**src/rtl/mem_port_arbiter.sv**
```systemverilog
// Arbitrates one single-port synchronous RAM between instruction fetch (pc) and load/store (ldst).
// Load/store wins by default; a saturating counter lets fetch through after STARVE_LIMIT lockouts.
module mem_port_arbiter #(
  parameter int unsigned AW           = 16,
  parameter int unsigned DW           = 16,
  parameter int unsigned RD_LAT       = 1,
  parameter int unsigned STARVE_LIMIT = 4
) (
  input  logic          clk,
  input  logic          reset,
  input  logic          i_pc_rd,
  input  logic [AW-1:0] i_pc_addr,
  output logic          o_pc_gnt,
  output logic          o_pc_valid,
  output logic [DW-1:0] o_pc_rddata,
  input  logic          i_ldst_rd,
  input  logic          i_ldst_wr,
  input  logic [AW-1:0] i_ldst_addr,
  input  logic [DW-1:0] i_ldst_wrdata,
  output logic          o_ldst_gnt,
  output logic          o_ldst_valid,
  output logic [DW-1:0] o_ldst_rddata,
  output logic [AW-1:0] o_mem_addr,
  output logic          o_mem_rd,
  output logic          o_mem_wr,
  output logic [DW-1:0] o_mem_wrdata,
  input  logic [DW-1:0] i_mem_rddata,
  output logic          o_proto_err
);

  localparam logic [3:0] LIMIT = 4'(STARVE_LIMIT);

  logic              w_ldst_req;
  logic              w_starved;
  logic              w_pc_gnt;
  logic              w_ldst_gnt;
  logic              w_ret_pc;
  logic              w_ret_ldst;
  logic [3:0]        r_starve_cnt;
  logic [RD_LAT-1:0] r_tag_vld;
  logic [RD_LAT-1:0] r_tag_own;
  logic              r_pc_valid;
  logic              r_ldst_valid;
  logic [DW-1:0]     r_pc_rddata;
  logic [DW-1:0]     r_ldst_rddata;
  logic              r_proto_err;

  assign w_ldst_req = i_ldst_rd | i_ldst_wr;
  assign w_starved  = (r_starve_cnt == LIMIT);

  // Grant decision; both grants are held low while reset is asserted
  always_comb begin
    w_pc_gnt   = 1'b0;
    w_ldst_gnt = 1'b0;
    if (!reset) begin
      w_pc_gnt   = 1'b0;
      w_ldst_gnt = 1'b0;
    end else if (i_pc_rd && (!w_ldst_req || w_starved)) begin
      w_pc_gnt = 1'b1;
    end else if (w_ldst_req) begin
      w_ldst_gnt = 1'b1;
    end else begin
      w_pc_gnt   = 1'b0;
      w_ldst_gnt = 1'b0;
    end
  end

  // RAM command mux; a load/store carrying both rd and wr is issued as a write only
  always_comb begin
    o_mem_rd   = 1'b0;
    o_mem_wr   = 1'b0;
    o_mem_addr = '0;
    if (w_pc_gnt) begin
      o_mem_rd   = 1'b1;
      o_mem_addr = i_pc_addr;
    end else if (w_ldst_gnt) begin
      o_mem_wr   = i_ldst_wr;
      o_mem_rd   = ~i_ldst_wr;
      o_mem_addr = i_ldst_addr;
    end else begin
      o_mem_rd   = 1'b0;
      o_mem_wr   = 1'b0;
      o_mem_addr = '0;
    end
  end

  assign o_pc_gnt     = w_pc_gnt;
  assign o_ldst_gnt   = w_ldst_gnt;
  assign o_mem_wrdata = i_ldst_wrdata;

  // Counts consecutive ldst grants that kept a waiting fetch out
  always_ff @(posedge clk or negedge reset) begin
    if (!reset) begin
      r_starve_cnt <= 4'd0;
    end else if (!i_pc_rd || w_pc_gnt) begin
      r_starve_cnt <= 4'd0;
    end else if (w_ldst_gnt && (r_starve_cnt != LIMIT)) begin
      r_starve_cnt <= r_starve_cnt + 4'd1;
    end else begin
      r_starve_cnt <= r_starve_cnt;
    end
  end

  // Tag pipe tracking the owner of each issued read (own=1 means ldst)
  always_ff @(posedge clk or negedge reset) begin
    if (!reset) begin
      r_tag_vld <= '0;
      r_tag_own <= '0;
    end else begin
      r_tag_vld[0] <= o_mem_rd;
      r_tag_own[0] <= w_ldst_gnt;
      for (int i = 1; i < int'(RD_LAT); i++) begin
        r_tag_vld[i] <= r_tag_vld[i-1];
        r_tag_own[i] <= r_tag_own[i-1];
      end
    end
  end

  assign w_ret_pc   = r_tag_vld[RD_LAT-1] & ~r_tag_own[RD_LAT-1];
  assign w_ret_ldst = r_tag_vld[RD_LAT-1] &  r_tag_own[RD_LAT-1];

  // Capture returning RAM data into the owning port and pulse its valid
  always_ff @(posedge clk or negedge reset) begin
    if (!reset) begin
      r_pc_valid    <= 1'b0;
      r_ldst_valid  <= 1'b0;
      r_pc_rddata   <= '0;
      r_ldst_rddata <= '0;
    end else begin
      r_pc_valid   <= w_ret_pc;
      r_ldst_valid <= w_ret_ldst;
      if (w_ret_pc) begin
        r_pc_rddata <= i_mem_rddata;
      end
      if (w_ret_ldst) begin
        r_ldst_rddata <= i_mem_rddata;
      end
    end
  end

  // Sticky flag for a simultaneous load and store request
  always_ff @(posedge clk or negedge reset) begin
    if (!reset) begin
      r_proto_err <= 1'b0;
    end else begin
      r_proto_err <= r_proto_err | (i_ldst_rd & i_ldst_wr);
    end
  end

  assign o_pc_valid    = r_pc_valid;
  assign o_ldst_valid  = r_ldst_valid;
  assign o_pc_rddata   = r_pc_rddata;
  assign o_ldst_rddata = r_ldst_rddata;
  assign o_proto_err   = r_proto_err;

endmodule

```
**config.mk**
```make
export PLATFORM = sky130hd
export DESIGN_NAME = mem_port_arbiter
export DESIGN_NICKNAME = d
export VERILOG_FILES = /design/src/rtl/mem_port_arbiter.sv
export SDC_FILE = /design/constraint.sdc
export NUM_CORES = 1
export LEC_CHECK = 0
export ABC_AREA = 1
export ABC_CLOCK_PERIOD_IN_PS = 3100
export BUFFER_PORTS_ARGS = -buffer_cell sky130_fd_sc_hd__buf_2
export CORE_MARGIN = 5
export CORE_UTILIZATION = 44
export CTS_CLUSTER_SIZE = 20
export DETAILED_ROUTE_END_ITERATION = 10
export PLACE_DENSITY = 0.84
export SYNTH_ARGS = -nofsm -noshare
export SYNTH_HDL_FRONTEND = slang
export SYNTH_SLANG_ARGS = --single-unit
```
**constraint.sdc**
```tcl
create_clock -name clk -period 3.1 [get_ports clk]
set_input_delay 0.31 -clock clk [delete_from_list [all_inputs] [get_ports clk]]
set_output_delay 0.31 -clock clk [all_outputs]
set_load 0.1 [all_outputs]
```
Word level (Yosys, flattened, before mapping)
Index checks and enable logic that the tools add are counted.
{"block": "word_totals", "ff_bits": 41, "in_bits": 69, "out_inout_bits": 71, "wordCells": 38}
{"block": "classes", "add_sub_neg": 1, "eq_ne": 2, "mux": 13, "bitwise": 7, "reduce_logical": 7}
{"op": "$mux W16", "count": 2}
{"op": "$mux W1", "count": 9}
{"op": "$mux W4", "count": 2}
{"op": "$add A4 B1 Y4 const B", "count": 1}
{"op": "$eq A4 B3 Y1 const B", "count": 1}
{"op": "$ne A4 B3 Y1 const B", "count": 1}
{"op": "$and A1 B1 Y1", "count": 3}
{"op": "$logic_and A1 B1 Y1", "count": 2}
{"op": "$logic_not A1 Y1", "count": 2}
{"op": "$logic_or A1 B1 Y1", "count": 2}
{"op": "$not A1 Y1", "count": 2}
{"op": "$or A1 B1 Y1", "count": 2}
{"op": "$reduce_bool A2 Y1", "count": 1}

Logic depth before layout (Yosys ltp)
{"block": "logic_depth", "depth_word": 9, "depth_mapped": 9, "depth_no_buf": 8}

Least setup slack after synthesis
OpenSTA, ideal clock, no wires.
{"block": "synth_path", "path_type": "flip-flop to output port", "startpoint": "reg r_starve_cnt[0]", "endpoint": "out o_ldst_gnt", "t_arrival_ns": 2.454, "required_ns": 2.790, "slack_ns": 0.336, "stages_incl_launch_ff": 8, "n_path_buf": 0, "cell_sequence": "dfrtp_1 inv_1 ha_1 nand3_2 nand2_4 nand2_2 nand2_1 a21oi_1"}
{"block": "synth_via", "elab_chain_cells": 5}
{"element": "start, declared", "line_no": "39", "source": "logic [3:0] r_starve_cnt;"}
{"element": "start signal, assigned", "line_no": "98", "source": "r_starve_cnt <= r_starve_cnt + 4'd1;"}
{"element": "start signal, assigned", "line_no": "100", "source": "r_starve_cnt <= r_starve_cnt;"}
{"element": "$eq A4 B3 Y1", "line_no": "49", "source": "assign w_starved = (r_starve_cnt == LIMIT);"}
{"element": "$logic_or A1 B1 Y1", "line_no": "58", "source": "end else if (i_pc_rd && (!w_ldst_req || w_starved)) begin"}
{"element": "$logic_and A1 B1 Y1", "line_no": "58"}
{"element": "$mux W1", "line_no": "58"}
{"element": "$mux W1", "line_no": "55", "source": "if (!reset) begin"}
{"element": "end, declared", "line_no": "20", "source": "output logic o_ldst_gnt,"}
Every way passes these cells.

Final worst setup path
{"block": "layout_path", "startpoint": "in reset", "endpoint": "out o_mem_addr[13]"}
{"block": "layout_via", "elab_chain_cells": 3, "elab_cells_between_ends": 4, "cone_classes": "4 x mux"}
{"element": "start, declared", "line_no": "10", "source": "input logic reset,"}
{"element": "$mux W1", "line_no": "55"}
{"element": "$mux W16", "line_no": "76", "source": "end else if (w_ldst_gnt) begin"}
{"element": "$mux W16 (*)", "line_no": "73", "source": "if (w_pc_gnt) begin"}
{"element": "end, declared", "line_no": "23", "source": "output logic [AW-1:0] o_mem_addr,"}
Mark *: on every way between the ends. The rest lies on a longest branch, timed or not.

==> flow_summary_export.csv <==
group,metric,value,unit
setup_path,critPathLaunchType,"primary input",
setup_path,end_kind,"output port",
timing,max_clock_freq,0.404,GHz
clocking,cts_buffers,5,
cells_and_area,diodes,0,
route,drt-pass1-iter-count,4,
timing,post-route-min-period,2480,ps
job,drv_cap,0,
power_and_ir_drop,p_leak,1.50,nW
cells_and_area,nets,398,
floorplanning,core,0.00438,mm2
grt,grt_pass1_wl,8.24,mm
cells_and_area,syn_to_final_growth,27.1,%
setup_path,cpLargestDelayFamily,"buffers and inverters",
power_and_ir_drop,max-vdd-ir-drop,0.546,mV
floorplanning,rows,24,
setup_path,cp_slowest_stage_delay,530,ps
setup_path,arrival,2170,ps
setup_path,crit_fanout,27,
cells_and_area,final_core_util,58.2,%
status,status,"complete, no violations",
grt,antenna_found_initial,0,
power_and_ir_drop,p_per_area,873,mW/mm2
timing,finalHoldViolCount,0,
synth,syn_inst,238,
timing,rsz0062_at_grt,"no",
grt,grt_max_degree,36,
place,portBuffers,107,
setup_path,path_buf_inv,4,
timing,relSlewSlack,38.7,%
hold_path,min_path_type,"in -> reg",
clocking,cts.path.max_buffers,2,
clocking,cts_resized,0,
place,dpl.hpwl,3.84,mm
clocking,cts_tree,"yes",
grt,grt.overflow.total,0,
timing,worst_pin_slew,918,ps
clocking,clk_pin_slew,70,ps
cells_and_area,layout-drive-gt1-share,37.8,%
route,totalWireLength,4.92,mm
setup_path,crit_required,2790,ps
grt,grt_usage,16.8,%
synth,yosysWarnings,0,
floorplanning,ios,140,
place,place_inst,371,
route,routedWlPerCell,13.0,um
synth,syn-cell-area,0.00201,mm2
grt,grt_pass1_vias,1824,
route,detail-route-antenna-nets,0,
timing,finalCritPeriodShare,79.9,%
setup_path,slowest_stage,"dlygate4sd3_1",
timing,slew_viol_final,0,
route,drc,0,
clocking,root_buffer,"clkbuf_8",
route,via_per_inst,4.77,
synth,syn_area_per_cell,8.43,um2
floorplanning,fp.dieArea,0.00601,mm2
synth,ys_types,22,
clocking,clk_latency,290,ps
cells_and_area,fillCellCount,398,
timing,hold_slack,258,ps
timing,skew,6.06,ps
route,drt_iter0_drc,80,
synth,ys_seq_area_share,51.2,%
cells_and_area,stdcell_count,380,
clocking,clock-sinks,41,
floorplanning,dieHeight,77.5,um
floorplanning,die_w,77.5,um
setup_path,cp_cell_sequence,"dlygate4sd3_1 -> buf_2 -> nand3_4 -> inv_4 -> nand2_1 -> nand2_1 -> buf_2",
timing,setup_viol,0,
place,routabilityCongestion,0.758,
route,vias,1812,
clocking,h-tree-depth,2,
floorplanning,start_util,45.7,%
synth,syn_nets,309,
setup_path,critPathKind,"in -> out",
synth,ys_ff_latch,41,
timing,setup_tns,0,ps
-- metrics by stage --
stage,total power [mW],setup slack [ps],area (um2)
6_report,2.23,622,2550
5_1_grt,2.32,442,2550
4_1_cts,2.25,579,2550
3_5_place_dp,1.82,974,2430
3_3_place_gp,1.80,1040,2430
2_1_floorplan,1.72,336,2010
-- routing by layer --
metal | share of wire (%) | vias up | GRT usage, %
met3 | 6.3 | 6 | 4.63
met1 | 40 | 818 | 19.0
met5 | 0 | - | 0
li1 | - | 918 | -
met4 | 1.3 | 0 | 6.01
met2 | 52 | 70 | 30.0
-- sequential cells by signal (all words and copies together), names as in the netlist --
name and count:
r_tag_own 1, r_tag_vld 1, o_proto_err 1, o_ldst_rddata 16, o_pc_valid 1, o_pc_rddata 16, r_starve_cnt 4, o_ldst_valid 1
-- worst reg2reg max path, stage by stage, from the launching register on --
cell	delay, ps
dfrtp_1	380
inv_1	80
ha_1	210
nand3_2	90
nand2_4	60
nand2_2	220
nand2_1	160
o21ai_0	190
-- worst paths after layout --
kind,from,end,slack (ps),cells past startpoint
hold / removal,i_ldst_wr,r_tag_vld$_DFF_PN0_,260,2
min in group asynchronous,reset,r_starve_cnt[1]$_DFFE_PN0P_,540,2
setup / recovery,reset,o_mem_addr[13],620,7
setup reg to reg,r_starve_cnt[0]$_DFFE_PN0P_,r_starve_cnt[1]$_DFFE_PN0P_,1640,7
hold reg to reg,r_tag_own$_DFF_PN0_,o_pc_valid$_DFF_PN0_,440,1
max in group asynchronous,reset,o_pc_rddata[14]$_DFFE_PN0P_,1750,3
-- cell type report --
| cell class | instances | area [um2] | share of cell area (%) |
|---|---|---|---|
| Sequential cell | 41 | 1030 | 40.2 |
| Inverter | 27 | 104 | 4.07 |
| Multi-Input combinational cell | 143 | 691 | 27.1 |
| Tap cell | 52 | 65.1 | 2.55 |
| Clock buffer | 6 | 72.6 | 2.85 |
| Timing Repair Buffer | 109 | 553 | 21.7 |
| Clock inverter | 2 | 38.8 | 1.52 |
-- cell usage after synthesis, drive strengths merged --
library cell	n	area share (%)
a21oi	3	0.75
inv	27	5.2
buf	23	8.5
nor2	5	0.94
o21ai	36	9.0
nand3	3	1.6
o21bai	1	0.37
nand4	16	5.0
nand2	76	15
ha	2	1.2
dfrtp	41	51
clkbuf	4	0.75
xor2	1	0.44
-- placed cells by master (no fill, tap or decap), types with 2 or more instances in the layout --
cell,count
inv_1,23
clkbuf_8,5
dfrtp_1,41
ha_1,2
a21oi_1,3
nand4_1,16
nand2_1,73
o21ai_0,35
inv_2,3
buf_2,107
nor2_1,5
nand2_4,2
-- where the power goes --
part / switching (mW) / total [mW] / internal [mW]
Clock: 0.183 / 0.424 / 0.242
Combinational: 0.973 / 1.12 / 0.148
Sequential: 0.0505 / 0.682 / 0.631
Total: 1.21 / 2.23 / 1.02
-- cell families after synthesis --
group / Yosys count / synth area share, %
compound gates: 40 / 10.1
xor+xnor: 1 / 0.437
fa+ha+maj: 2 / 1.25
buf+inv: 54 / 14.4
flops: 41 / 51.2
simple gates: 100 / 22.6
-- repair_timing --
| item | CTS | global route |
|---|---|---|
| hold endpoints to repair | 6 | 0 |
| hold buffers | 1 | 0 |
| setup buffers | 0 | 0 |
| endpoints found under the setup margin | 0 | 0 |
No activity file was read; power rests on OpenSTA's default activity.
